--- src/rtl/lite_master_ctrl.sv ---
// Single-outstanding lite-bus master: turns one command into one AW/W or AR/R
// transaction and returns a response, with a watchdog for unresponsive slaves.
module lite_master_ctrl #(
    parameter int DATA_WIDTH     = 32,
    parameter int ADDR_WIDTH     = 12,
    parameter int TIMEOUT_CYCLES = 1024,
    parameter int CNT_WIDTH      = 16
) (
    input  logic                    CLK,
    input  logic                    RST,
    // command / response
    input  logic                    cmd_valid,
    output logic                    cmd_ready,
    input  logic                    cmd_write,
    input  logic [ADDR_WIDTH-1:0]   cmd_addr,
    input  logic [DATA_WIDTH-1:0]   cmd_wdata,
    input  logic [DATA_WIDTH/8-1:0] cmd_wstrb,
    output logic                    rsp_valid,
    input  logic                    rsp_ready,
    output logic                    rsp_write,
    output logic                    rsp_err,
    output logic [DATA_WIDTH-1:0]   rsp_rdata,
    // slave channels
    output logic                    awvalid,
    output logic [ADDR_WIDTH-1:0]   awaddr,
    input  logic                    awready,
    output logic [DATA_WIDTH-1:0]   wdata,
    output logic [DATA_WIDTH/8-1:0] wstrb,
    output logic                    wvalid,
    input  logic                    wready,
    output logic                    arvalid,
    output logic [ADDR_WIDTH-1:0]   araddr,
    input  logic                    arready,
    input  logic [DATA_WIDTH-1:0]   rdata,
    input  logic                    rvalid,
    output logic                    rready
);

    typedef enum logic [1:0] {IDLE, WRITE, READ, RESP} state_t;

    localparam logic [CNT_WIDTH-1:0] WD_LAST = CNT_WIDTH'(TIMEOUT_CYCLES - 1);

    state_t               state, state_nxt;
    logic [CNT_WIDTH-1:0] wd_cnt;
    logic                 cmd_acc;
    logic                 wr_done;
    logic                 rd_done;
    logic                 expire;

    assign cmd_ready = (state == IDLE);
    assign cmd_acc   = cmd_valid && cmd_ready;

    // A channel whose valid has already dropped finished its handshake earlier.
    assign wr_done = (!awvalid || awready) && (!wvalid || wready);
    // R is only taken in or after the AR handshake cycle; rready is 1 in READ.
    assign rd_done = rvalid && rready && (!arvalid || arready);
    assign expire  = (TIMEOUT_CYCLES != 0) && (wd_cnt == WD_LAST);

    always_ff @(posedge CLK or posedge RST) begin
        if (RST) state <= IDLE;
        else     state <= state_nxt;
    end

    always_comb begin
        state_nxt = state;
        case (state)
            IDLE:  if (cmd_acc) state_nxt = cmd_write ? WRITE : READ;
            WRITE: if (wr_done || expire) state_nxt = RESP;
            READ:  if (rd_done || expire) state_nxt = RESP;
            RESP:  if (rsp_ready) state_nxt = IDLE;
            default: state_nxt = IDLE;
        endcase
    end

    always_ff @(posedge CLK or posedge RST) begin
        if (RST) begin
            awvalid   <= 1'b0;
            wvalid    <= 1'b0;
            arvalid   <= 1'b0;
            rready    <= 1'b0;
            rsp_valid <= 1'b0;
            awaddr    <= '0;
            araddr    <= '0;
            wdata     <= '0;
            wstrb     <= '0;
            rsp_rdata <= '0;
            rsp_write <= 1'b0;
            rsp_err   <= 1'b0;
            wd_cnt    <= '0;
        end else begin
            case (state)
                IDLE: begin
                    if (cmd_acc) begin
                        wd_cnt <= '0;
                        if (cmd_write) begin
                            awvalid <= 1'b1;
                            wvalid  <= 1'b1;
                            awaddr  <= cmd_addr;
                            wdata   <= cmd_wdata;
                            wstrb   <= cmd_wstrb;
                        end else begin
                            arvalid <= 1'b1;
                            rready  <= 1'b1;
                            araddr  <= cmd_addr;
                        end
                    end
                end
                WRITE: begin
                    wd_cnt <= wd_cnt + 1'b1;
                    if (awvalid && awready) awvalid <= 1'b0;
                    if (wvalid && wready)   wvalid  <= 1'b0;
                    if (wr_done || expire) begin
                        // completion wins over expiry in the same cycle
                        awvalid   <= 1'b0;
                        wvalid    <= 1'b0;
                        rsp_valid <= 1'b1;
                        rsp_write <= 1'b1;
                        rsp_err   <= !wr_done;
                        rsp_rdata <= '0;
                    end
                end
                READ: begin
                    wd_cnt <= wd_cnt + 1'b1;
                    if (arvalid && arready) arvalid <= 1'b0;
                    if (rd_done || expire) begin
                        arvalid   <= 1'b0;
                        rready    <= 1'b0;
                        rsp_valid <= 1'b1;
                        rsp_write <= 1'b0;
                        rsp_err   <= !rd_done;
                        rsp_rdata <= rd_done ? rdata : '0;
                    end
                end
                RESP: begin
                    if (rsp_ready) rsp_valid <= 1'b0;
                end
                default: ;
            endcase
        end
    end

endmodule

--- config.mk ---
export PLATFORM = sky130hd
export DESIGN_NAME = lite_master_ctrl
export DESIGN_NICKNAME = d
export VERILOG_FILES = /design/src/rtl/lite_master_ctrl.sv
export SDC_FILE = /design/constraint.sdc
export NUM_CORES = 1
export LEC_CHECK = 0
export CAP_MARGIN = 10
export CORE_UTILIZATION = 35
export CTS_BUF_LIST = sky130_fd_sc_hd__clkbuf_8
export DETAILED_ROUTE_END_ITERATION = 6
export PLACE_DENSITY = 0.66
export SETUP_SLACK_MARGIN = 0.4
export SLEW_MARGIN = 20
export SYNTH_ARGS = -nofsm -noshare
export SYNTH_HDL_FRONTEND = slang
export SYNTH_SLANG_ARGS = --single-unit
export TNS_END_PERCENT = 5
--- constraint.sdc ---
create_clock -name CLK -period 4.45 [get_ports CLK]
set_clock_uncertainty 0.2 [all_clocks]
set_input_delay 0.6675 -clock CLK [delete_from_list [all_inputs] [get_ports CLK]]
set_output_delay 0.6675 -clock CLK [all_outputs]
set_load 0.01 [all_outputs]
Word level (Yosys, flattened, before mapping)
Cells that the tools add are included.
- equality and inequality tests: 13
- muxes and demuxes: 35
- add/sub/neg operators: 1
- bitwise operators: 1
- reduce and logical (&&, ||, !) cells: 34
- operator list (operator ; number):
    $mux 32 ; 3
    $pmux 32 s2 ; 1
    $pmux 16 s2 ; 1
    $reduce_and 4->1 ; 6
    $add 16x1->16 const B ; 1
    $eq 16x10->1 const B ; 1
    $mux 1 ; 16
    $mux 16 ; 1
    $pmux 1 s2 ; 6
    $mux 2 ; 5
    $ne 3x3->1 const B ; 3
    $reduce_and 3->1 ; 3
    $ne 2x2->1 const B ; 4
    $pmux 2 s4 ; 1
    $reduce_bool 2->1 ; 4
    $logic_and 1x1->1 ; 7
    $logic_not 1->1 ; 5
    $logic_or 1x1->1 ; 5
    $eq 2x2->1 const B ; 2
    $ne 2x1->1 const B ; 2
    $pmux 1 s3 ; 1
    $reduce_bool 3->1 ; 1
    $eq 2x1->1 const B ; 1
    $logic_not 2->1 ; 1
    other kinds (3) ; 3
- register bits after elaboration: 117
- output and inout port bits: 100
- word-level logic and storage cells: 98

Depth between registers and ports, before layout
Gate-level depths: netlist of run 1.
- depth in word-level cells: 6
- mapped depth: 9
- depth with buffers taken out: 7

Worst setup path before layout of run 1
Ideal clock, no wire load.
- path kind: reg2reg
- start point: reg state[0]
- end point: reg wd_cnt[6]
- period minus slack after synthesis: 2.052 ns
- data required time: 4.118 ns
- setup slack: 2.398 ns
- cell stages (with the launch flop): 8
- data arrival time: 1.720 ns
- cells stage by stage: dfrtp_1 > inv_1 > ha_1 > mux2i_2 > nor2b_2 > and3_1 > xnor2_1 > nor2_1
- longest elaborated chain between the ends: 4
- elaborated cells between the ends (all ways): 9
- those cells by class: 3 x eq/ne; 1 x mux; 5 x reduce/logical
- RTL lines (item ; line ; source):
    from (decl) ; 43 ; state_t state, state_nxt;
    from (signal assigned) ; 61 ; else state <= state_nxt;
    $logic_not 2->1 (*) ; 50 ; assign cmd_ready = (state == IDLE);
    named net cmd_ready ; 13 ; output logic cmd_ready,
    $logic_and 1x1->1 ; 51 ; assign cmd_acc = cmd_valid && cmd_ready;
    $ne 2x1->1 (no source line) ; n/a ;
    $reduce_and 2->1 (no source line) ; n/a ;
    to (signal assigned) ; 109 ; wd_cnt <= wd_cnt + 1'b1;
    to (signal assigned) ; 123 ; wd_cnt <= wd_cnt + 1'b1;
    to (decl) ; 44 ; logic [CNT_WIDTH-1:0] wd_cnt;
The timed path passes the listed nets; every way through them passes the cells marked *.
A chain may end at the register's enable or synchronous reset.

Final worst setup path of run 1
- start point: reg state[0]
- end point: out cmd_ready
- longest elaborated chain between the ends: 1
- RTL lines (item ; line):
    $logic_not 2->1 ; 50
    to (decl) ; 13
Every way passes these cells.

==> summary.md, run 1 <==
| Metric | Value |
|---|---|
| Run status | finished, final reports clean |
| Hold Path End | wdata[0]$_DFFE_PP0P_ |
| Kind of critical path | reg2out |
| Post_cts resized | 0 |
| Top post-synthesis cells by area | dfrtp_1 (59%), mux2_2 (14%), o21ai_0 (4.0%) |
| Most frequent cells in the layout | clkdlybuf4s50_1 (188), dfrtp_1 (117), mux2_2 (60) |
| Grt ovf | 0 |
| Endpoints failing setup | 0 |
| Multi-input combinational cell area | between 1500 and 2000 um2 |
| Post-synthesis sequential area ratio | 59.36% |
| WL final | between 10 and 15 mm |
| Yosys cell types | 42 |
| Period minus WS final | 3.140 ns |
| R2r worst-path depth | 8 |
| CTS max path bufs | 2 |
| Max cap viols | 0 |
| Number of standard cells after synthesis | 414 |
| Post-DP HPWL | roughly 8.4 mm |
| Num rows | 43 |
| Worst endpoint required time | 3.58 ns |
| Synthesized Nets | 508 |
| Number of global-route vias before repair | about 4000 |
| Core ar. | 13830 um2 |
| Die W | roughly 120 um |
| Chip Height | 120.7 um |
| Clock Tree Root | clkbuf_8 |
| Share of cells above drive strength 1 | between 10% and 20% |
| Most common cell after layout, fill and taps aside | clkdlybuf4s50_1 |
| WL per Instance | 15.33 um |
| Period Utilization, post-route | 70.56% |
| Clock Latency Late Sink | between 0.4 and 0.5 ns |
| Crit path cell chain | inv_1, ha_1, clkdlybuf4s50_1 |
| CP max FO | 16 |
| R2R Path End | rsp_rdata[19]$_DFFE_PP0P_ |
| Fillers | 1173 |
| Maximum VDD drop | 0.3105 mV |
| Post-synth EDFFs | 0 |
| Initial antenna violation count | 0 |
| NumNets Final | around 700 |
| Post-synth ARST share | 100.0% |
| WP data arrival | between 2 and 2.5 ns |
| Unrepaired setup endpoints after global routing | no |
| Synth-to-layout area growth | 51.19% |
| Clock-pin slew on the worst setup and hold paths | 0.07 ns |
| GPL Wtd Cong | 0.7280 |
| Seq. cell area | just under 3000 um2 |
| Area of the die | between 10000 and 15000 um2 |
| Final hold vios | 0 |
| FF-to-FF Start | state[0]$_DFFE_PP0P_ |
| Via count | 3899 |
| Via-per-instance ratio | 4.898 |
| Ys flop type | dfrtp_1 |
| Hold wc startpoint | wdata[0]$_DFFE_PP0P_ |
| Slew Limit Fails | 0 |
| Largest net degree at the start of global routing | 66 |
| Setup Buffers After CTS | 0 |
| Leading area contributor after synthesis | dfrtp_1 |
| Fmax | 318.5 MHz |
| Crit path max-delay cell type | clkdlybuf4s50_1 |
| Worst min-delay path class | reg2reg |
| Post-Syn Area per Cell | 11.91 um2 |
| IO Count | 189 |
| Slew HR | between 30% and 40% |
| Hold depth | 1 |
| Flop and latch count out of synthesis | 117 |
| N_diodes | 0 |
| H-tree lvl count | 4 |
| Synth warn | 0 |
| CP Launch Type | flop |
| Fin util | 53.93% |
| Least-Margin Pin Slew | 1.038 ns |
| Pwr dens | 645.0 nW/um2 |
| Hold_buf cts | 0 |
| Clk sink count | 117 |
| TritonCTS clock tree | built |
| Largest stage delay, worst path | 0.70 ns |
| Crit end category | output pin |
| Iter 0 DRT Violations | 221 |
| Yosys top cell area share | about three fifths |
| Initial Utilization | 35.67% |
| Total CTS buffers | 17 |
| TNS Setup | 0 ns |
| Residual antenna-violating net count after detailed routing | 0 |
| Drt pass-1 iters | 4 |
| DRC | 0 |
| Reg2Reg Setup Slack | ~1.8 ns |
| IO Port Bufs | 188 |
| First-pass GRT wire length | 19.75 mm |
| Static Leak | 3.148 nW |
| GRT Total Usage | between 10% and 20% |
| Post-Synthesis Cell Area | 4932 um2 |
## per-layer routing
layer	track usage, %	part of all wire, %	vias up
met4	7.099	1.3	0
met1	21.35	43	1906
met2	26.69	46	161
met3	8.019	10	14
li1	-	-	1818
met5	0	0	-
## worst max-delay path: cells and delay by family, from the launching register on
family,cells,cell delay [ns]
buffers and inverters,2,0.81
adder cells (fa/ha/maj),1,0.63
flip-flops,1,0.40
## synth_stat cells (2+ instances only)
cell / n
buf_6: 3
nand3_1: 6
mux2_2: 60
and4_1: 3
xnor2_1: 2
clkbuf_2: 2
and2_1: 2
o21ai_1: 35
o21ai_0: 39
a21oi_1: 4
buf_1: 3
mux2i_1: 5
a22o_1: 2
nor2_1: 18
o22ai_1: 2
xor2_1: 10
dfrtp_1: 117
nand4_1: 3
buf_2: 4
ha_1: 5
inv_1: 8
nand2_1: 44
a31oi_1: 3
and3_1: 3
nand2b_1: 6
clkbuf_1: 9
## through the flow
stage          area [um2]  power (W)  hold slack (ns)  worst slack [ns]  std cells
3_3_place_gp         6963   0.003586           0.2872             1.520        764
6_report             7457   0.004810           0.3058             1.310        796
2_1_floorplan        4932   0.002669           0.2843            0.4817        414
5_1_grt              7457   0.005105           0.3186             1.175        796
4_1_cts              7452   0.004861           0.3083             1.278        796
3_5_place_dp         6963   0.003640           0.2921             1.461        764
## sequential cells by signal, indices dropped and copies added (netlist names), 2 cells and up
signal     count
rsp_rdata     32
wdata         32
wd_cnt        16
araddr        12
awaddr        12
wstrb          4
state          2
## area by class of cell
cell class | instances | share of cell area [%]
clock buffer | 19 | 3.507
inverter | 8 | 0.4362
sequential | 117 | 39.26
multi-input combinational | 267 | 25.08
timing repair buffer | 192 | 25.64
clock inverter | 13 | 3.054
tap | 180 | 3.020
## worst max path at each step
stage,from,endpoint,depth (start not counted)
floorplan,RST,araddr[0]$_DFFE_PP0P_,1
global placement,arready,rsp_rdata[20]$_DFFE_PP0P_,7
detailed placement,arready,rsp_rdata[19]$_DFFE_PP0P_,7
CTS,state[0]$_DFFE_PP0P_,cmd_ready,3
global route,state[0]$_DFFE_PP0P_,cmd_ready,3
finish,state[0]$_DFFE_PP0P_,cmd_ready,3
## power breakdown
group | switching, W | internal [W]
registers | 0.000218 | 0.00144
logic | 0.000893 | 0.00106
clock network | 0.000440 | 0.000753
## cells by family after synthesis
group / Yosys count / synth area share [%]
XOR/XNOR: 12 / 2.131
buffers and inverters: 30 / 2.968
AND/OR/NAND/NOR: 93 / 9.386
AO/OA/AOI/OAI: 91 / 9.894
multiplexers: 66 / 14.99
flip-flops: 117 / 59.36
adder cells (fa/ha/maj): 5 / 1.268
Power figures use the tool's default switching activity.
==> run 2: changes to the inputs <==
Clock period 4.45 ns to 2.9 ns, I/O delays scaled along.
==> run 2 against run 1 <==
Global-route usage is 0.22 points lower. Non-clock buffer count up 7. Cell count is 0.38% higher. Routed wire length is 0.79% higher. Flip-flop and latch count is the same.
==> summary.md, run 2 (same netlist as run 1, synthesis figures left out) <==
| Metric | Value |
|---|---|
| Core ar. | 13830 um2 (unchanged) |
| Crit path cell chain | inv_1, ha_4, clkdlybuf4s50_1 |
| Num rows | 43 (unchanged) |
| WL final | 12.30 mm (+0.79%) |
| R2r worst-path depth | 8 (unchanged) |
| Chip Height | 120.7 um (unchanged) |
| Via count | 3865 (-0.87%) |
| Worst min-delay path class | in2async |
| WL per Instance | 15.39 um (+0.41%) |
| Total CTS buffers | 17 (unchanged) |
| Crit end category | output pin |
| Drt pass-1 iters | 4 (unchanged) |
| GRT Total Usage | 17.26% (-0.22 points) |
| WP data arrival | 1.79 ns (-0.48 ns) |
| Die W | 120.7 um (unchanged) |
| First-pass GRT wire length | 19.50 mm (-1.3%) |
| IO Port Bufs | 188 (unchanged) |
| Static Leak | 3.117 nW (-0.98%) |
| Fillers | 1224 (+4.3%) |
| Post-DP HPWL | 8.614 mm (+2.8%) |
| GPL Wtd Cong | 0.7538 (+3.5%) |
| Iter 0 DRT Violations | 174 (-21%) |
| Crit path max-delay cell type | clkdlybuf4s50_1 |
| IO Count | 189 (unchanged) |
| Synth-to-layout area growth | 49.90% |
| Slew HR | 69.26% (+38 points) |
| Final hold vios | 0 (unchanged) |
| CTS max path bufs | 2 (unchanged) |
| Worst endpoint required time | 2.27 ns (-1.31 ns) |
| Most common cell after layout, fill and taps aside | clkdlybuf4s50_1 |
| Pwr dens | 933.9 nW/um2 (+45%) |
| H-tree lvl count | 4 (unchanged) |
| Worst Setup SP | state[0]$_DFFE_PP0P_ |
| Clock Latency Late Sink | 0.43 ns (about the same) |
| CP max FO | 8 (-8) |
| Grt ovf | 0 (unchanged) |
| CP Launch Type | flop |
| Unrepaired setup endpoints after global routing | yes |
| Slew Limit Fails | 0 (unchanged) |
| N_diodes | 0 (unchanged) |
| Overall Power | 0.006904 W (+44%) |
| Endpoints failing setup | 0 (unchanged) |
| CP endpoint | cmd_ready |
| Clock-pin slew on the worst setup and hold paths | 0.07 ns (about the same) |
| Share of cells above drive strength 1 | 17.77% (+0.73 points) |
| Residual antenna-violating net count after detailed routing | 0 (unchanged) |
| Least-Margin Pin Slew | 0.4522 ns (-0.5860 ns) |
| Max cap viols | 0 (unchanged) |
| TNS Setup | 0 ns (unchanged) |
| DRC | 0 (unchanged) |
| Biggest regs | rsp_rdata: 32 flops, wdata: 32 flops, wd_cnt: 16 flops |
| Maximum VDD drop | 0.5535 mV (+78%) |
| Period minus WS final | 2.426 ns |
| Clock Tree Root | clkbuf_8 |
| Reg2Reg Setup Slack | 0.56 ns (-1.27 ns) |
| Largest net degree at the start of global routing | 67 (+1.5%) |
| R2R Path End | rsp_write$_DFFE_PP0P_ |
| Period Utilization, post-route | 83.64% |
| Number of global-route vias before repair | 3968 (-1.2%) |
| Area of the die | 14570 um2 (unchanged) |
| Run status | finished, final reports clean |
| FF-to-FF Start | state[0]$_DFFE_PP0P_ |
| Most frequent cells in the layout | clkdlybuf4s50_1 (188), dfrtp_1 (117), mux2_2 (60) |
| Kind of critical path | reg2out |
| NumNets Final | 705 (+1.1%) |
| Initial antenna violation count | 1 (+1) |
| TritonCTS clock tree | built |
| Largest stage delay, worst path | 0.57 ns (-0.13 ns) |
| Fmax | 412.3 MHz |
| Initial Utilization | 35.67% (unchanged) |
| Setup Buffers After CTS | 0 (unchanged) |
| Clk sink count | 117 (unchanged) |
| Via-per-instance ratio | 4.837 (-1.2%) |
## run 2: changes by cell type in the layout (fill, tap and decap cells not counted), sizes merged
cell / change
buf: +7
clkinv: +1
inv: -2
or2: +1
clkinvlp: +1
bufinv: -6
clkbuf: +1
## run 2: layout make-up
type	count	area, um2	area share, %
flip-flops and latches	117	2928	39.60
clock buffers	20	275.3	3.723
well taps	180	225.2	3.046
inverters	8	33.78	0.4569
clock inverters	7	36.28	0.4908
multi-input cells	268	1893	25.61
repair buffers	199	2002	27.08
## run 2: where the power goes
part	internal, W	total [W]	leakage [nW]	switching [W]
clock network	0.000622	0.00122	0.169	0.000599
registers	0.00222	0.00254	1.49	0.000321
logic	0.00172	0.00315	1.46	0.00142
total	0.00456	0.00690	3.12	0.00234
## run 2: critical path: cells and delay by family, from the launching register on
family	cells	cell delay, ns
buffers and inverters	2	0.74
adder cells (fa/ha/maj)	1	0.22
flip-flops	1	0.41
## run 2: repair_timing
| action | CTS | global route |
|---|---|---|
| hold endpoints to repair | 0 | 0 |
| endpoints found under the setup margin | 1 | 34 |
| cloned | 0 | 1 |
| resized for setup | 2 | 2 |
| hold buffers | 0 | 0 |
## run 2: how the worst min path moves through the flow
| stage | from | to | cells past startpoint | slack, ns |
|---|---|---|---|---|
| floorplan | wd_cnt[0]$_DFFE_PP0P_ | wd_cnt[0]$_DFFE_PP0P_ | 1 | 0.28 |
| global placement | rsp_write$_DFFE_PP0P_ | rsp_write$_DFFE_PP0P_ | 1 | 0.27 |
| detailed placement | rsp_rdata[12]$_DFFE_PP0P_ | rsp_rdata[12]$_DFFE_PP0P_ | 2 | 0.29 |
| CTS | RST | wdata[14]$_DFFE_PP0P_ | 3 | 0.24 |
| global route | RST | wdata[14]$_DFFE_PP0P_ | 3 | 0.27 |
| finish | RST | wdata[14]$_DFFE_PP0P_ | 3 | 0.26 |
## run 2: metrics by stage
step	util [%]	hold WS, ns	cells	area (um2)	worst slack (ns)
floorplan	-	0.2843	414	4936	0.8376
global placement	51.02	0.2732	771	7054	0.5254
detailed placement	51.02	0.2874	771	7054	0.3775
CTS	53.36	0.2419	798	7378	0.4363
global route	53.47	0.2661	799	7393	0.3956
finish	53.47	0.2604	799	7393	0.4745
## run 2: per-layer routing
layer	GRT usage (%)	vias to the layer above	wire length (um)
met3	8.019	15	1177
met1	20.52	1871	5093
li1	-	1830	-
met4	6.250	2	146
met5	0	-	17
met2	27.26	147	5862
==> run 3: changes to the inputs <==
Settings changed: PLACE_DENSITY 0.66 to 0.69.
Clock period 2.9 ns to 2.2 ns, I/O delays scaled along.
==> run 3 against run 2 <==
Routed wire length up 4.1%. First-iteration DRC count increased by 11%. Cell count grew 2.3%. Clock-buffer cell count decreased by 2. Critical path type is now reg2reg. Critical endpoint is now rsp_rdata[12]$_DFFE_PP0P_. Largest power group unchanged.
==> summary.md, run 3 (same netlist as run 1, synthesis figures left out) <==
| Metric | Value |
|---|---|
| Via count | 4002 (+3.5%) |
| First-pass GRT wire length | 20.04 mm (+2.8%) |
| WP data arrival | 2.26 ns (+0.47 ns) |
| Least-Margin Pin Slew | 0.5037 ns (+0.05154 ns) |
| Post-DP HPWL | 8.624 mm (+0.11%) |
| Reg2Reg Setup Slack | 0.1 ns (-0.46 ns) |
| Worst min-delay path class | in2async |
| Number of global-route vias before repair | 4069 (+2.5%) |
| Crit end category | flop |
| Clock Tree Root | clkbuf_8 |
| Clock-pin slew on the worst setup and hold paths | 0.08 ns (about the same) |
| Slew Limit Fails | 0 (unchanged) |
| Total CTS buffers | 17 (unchanged) |
| Finished Cell Area | 7649 um2 (+3.5%) |
| Synth-to-layout area growth | 55.07% |
| TNS Setup | 0 ns (unchanged) |
| GPL Wtd Cong | 0.7421 (-1.6%) |
| Core ar. | 13830 um2 (unchanged) |
| Drt pass-1 iters | 4 (unchanged) |
| Max cap viols | 0 (unchanged) |
| NumNets Final | 718 (+1.8%) |
| CP Launch Type | flop |
| WL final | 12.80 mm (+4.1%) |
| Most frequent cells in the layout | clkdlybuf4s50_1 (187), dfrtp_1 (117), mux2_2 (60) |
| Pwr dens | 1283 nW/um2 (+37%) |
| N_diodes | 0 (unchanged) |
| Initial Utilization | 35.67% (unchanged) |
| Num rows | 43 (unchanged) |
| Static Leak | 3.214 nW (+3.1%) |
| Grt ovf | 0 (unchanged) |
| Worst endpoint required time | 2.36 ns (+0.09 ns) |
| Final hold vios | 0 (unchanged) |
| Area of the die | 14570 um2 (unchanged) |
| GRT Total Usage | 17.78% (+0.52 points) |
| H-tree lvl count | 4 (unchanged) |
| Most common cell after layout, fill and taps aside | clkdlybuf4s50_1 |
| Clk sink count | 117 (unchanged) |
| Residual antenna-violating net count after detailed routing | 0 (unchanged) |
| IO Count | 189 (unchanged) |
| Period minus WS final | about 2.1 ns |
| Biggest regs | rsp_rdata: 32 flops, wdata: 32 flops, wd_cnt: 16 flops |
| Endpoints failing setup | 0 (unchanged) |
| Run status | finished, final reports clean |
| Clock Latency Late Sink | 0.43 ns (about the same) |
| CP max FO | 8 (unchanged) |
| Placed cell area | 7088 um2 (+0.48%) |
| Share of cells above drive strength 1 | 21.66% (+3.9 points) |
| Initial antenna violation count | 0 (-1) |
| Seq. cell area | 2928 um2 (unchanged) |
| Period Utilization, post-route | 95.60% |
| Via-per-instance ratio | 4.898 (+1.3%) |
| Fmax | 475.4 MHz |
| TritonCTS clock tree | built |
| IO Port Bufs | 188 (unchanged) |
| Largest net degree at the start of global routing | 77 (+15%) |
| Slew HR | 66.42% (-2.8 points) |
| Iter 0 DRT Violations | 193 (+11%) |
| Chip Height | 120.7 um (unchanged) |
| Maximum VDD drop | 0.6694 mV (+21%) |
| Die W | 120.7 um (unchanged) |
| Unrepaired setup endpoints after global routing | yes |
| WL per Instance | 15.66 um (+1.8%) |
| DRC | 0 (unchanged) |
| Fillers | 1154 (-5.7%) |
| Multi-input combinational cell area | 1962 um2 (+3.6%) |
| Kind of critical path | reg2reg |
| CTS max path bufs | 2 (unchanged) |
-- run 3: final cells by class --
class | instances | share of cell area, %
Multi-Input combinational cell | 270 | 25.65
Inverter | 8 | 0.4417
Tap cell | 180 | 2.945
Sequential cell | 117 | 38.28
Clock buffer | 18 | 3.239
Clock inverter | 14 | 1.669
Timing Repair Buffer | 210 | 27.78
-- run 3: worst max-delay path: stages, from the launching register on --
cell and delay [ns]:
dfrtp_1 0.39, ha_1 0.21, and3_4 0.21, nand4_1 0.21, o21a_4 0.24, or2_2 0.40, o21ai_1 0.16
-- run 3: report_power, final --
group          switching, W  total [W]  leakage [nW]  internal [W]
Sequential         0.000446    0.00336          1.49       0.00292
Clock              0.000935    0.00187         0.187      0.000931
Combinational       0.00203    0.00459          1.54       0.00256
-- run 3: repair_timing --
item	4_1_cts	5_1_grt
pin swaps	4	3
gates cloned	2	2
hold buffers	0	0
setup endpoints to repair	213	214
setup buffers	7	0
resized for setup	19	6
-- run 3: final timing paths --
kind / depth (start not counted) / start / endpoint
max in group asynchronous: 3 / RST / rsp_rdata[22]$_DFFE_PP0P_
max reg2reg: 6 / wd_cnt[0]$_DFFE_PP0P_ / rsp_rdata[12]$_DFFE_PP0P_
min in group CLK: 3 / rdata[13] / rsp_rdata[13]$_DFFE_PP0P_
min: 3 / RST / wd_cnt[11]$_DFFE_PP0P_
min reg2reg: 1 / rsp_write$_DFFE_PP0P_ / rsp_write$_DFFE_PP0P_
max: 6 / wd_cnt[0]$_DFFE_PP0P_ / rsp_rdata[12]$_DFFE_PP0P_
-- run 3: metal layers --
metal	track usage [%]	share of wire [%]	up-vias
met5	0	0	-
met2	28.84	49	157
met4	7.716	2.5	0
li1	-	-	1864
met3	6.274	7.9	23
met1	21.28	41	1958
-- run 3: metrics by stage --
stage	std cells	worst slack, ns	util (%)	total power (W)	hold slack (ns)
final	817	0.09672	55.32	0.009817	0.1711
after global routing	817	0.03082	55.32	0.01040	0.1844
after CTS	815	0.1955	54.90	0.009758	0.1639
after detailed placement	774	0.01125	51.26	0.007508	0.2868
after global placement	774	0.05698	51.26	0.007381	0.2831
after floorplan	414	0.2426	-	0.005436	0.2573
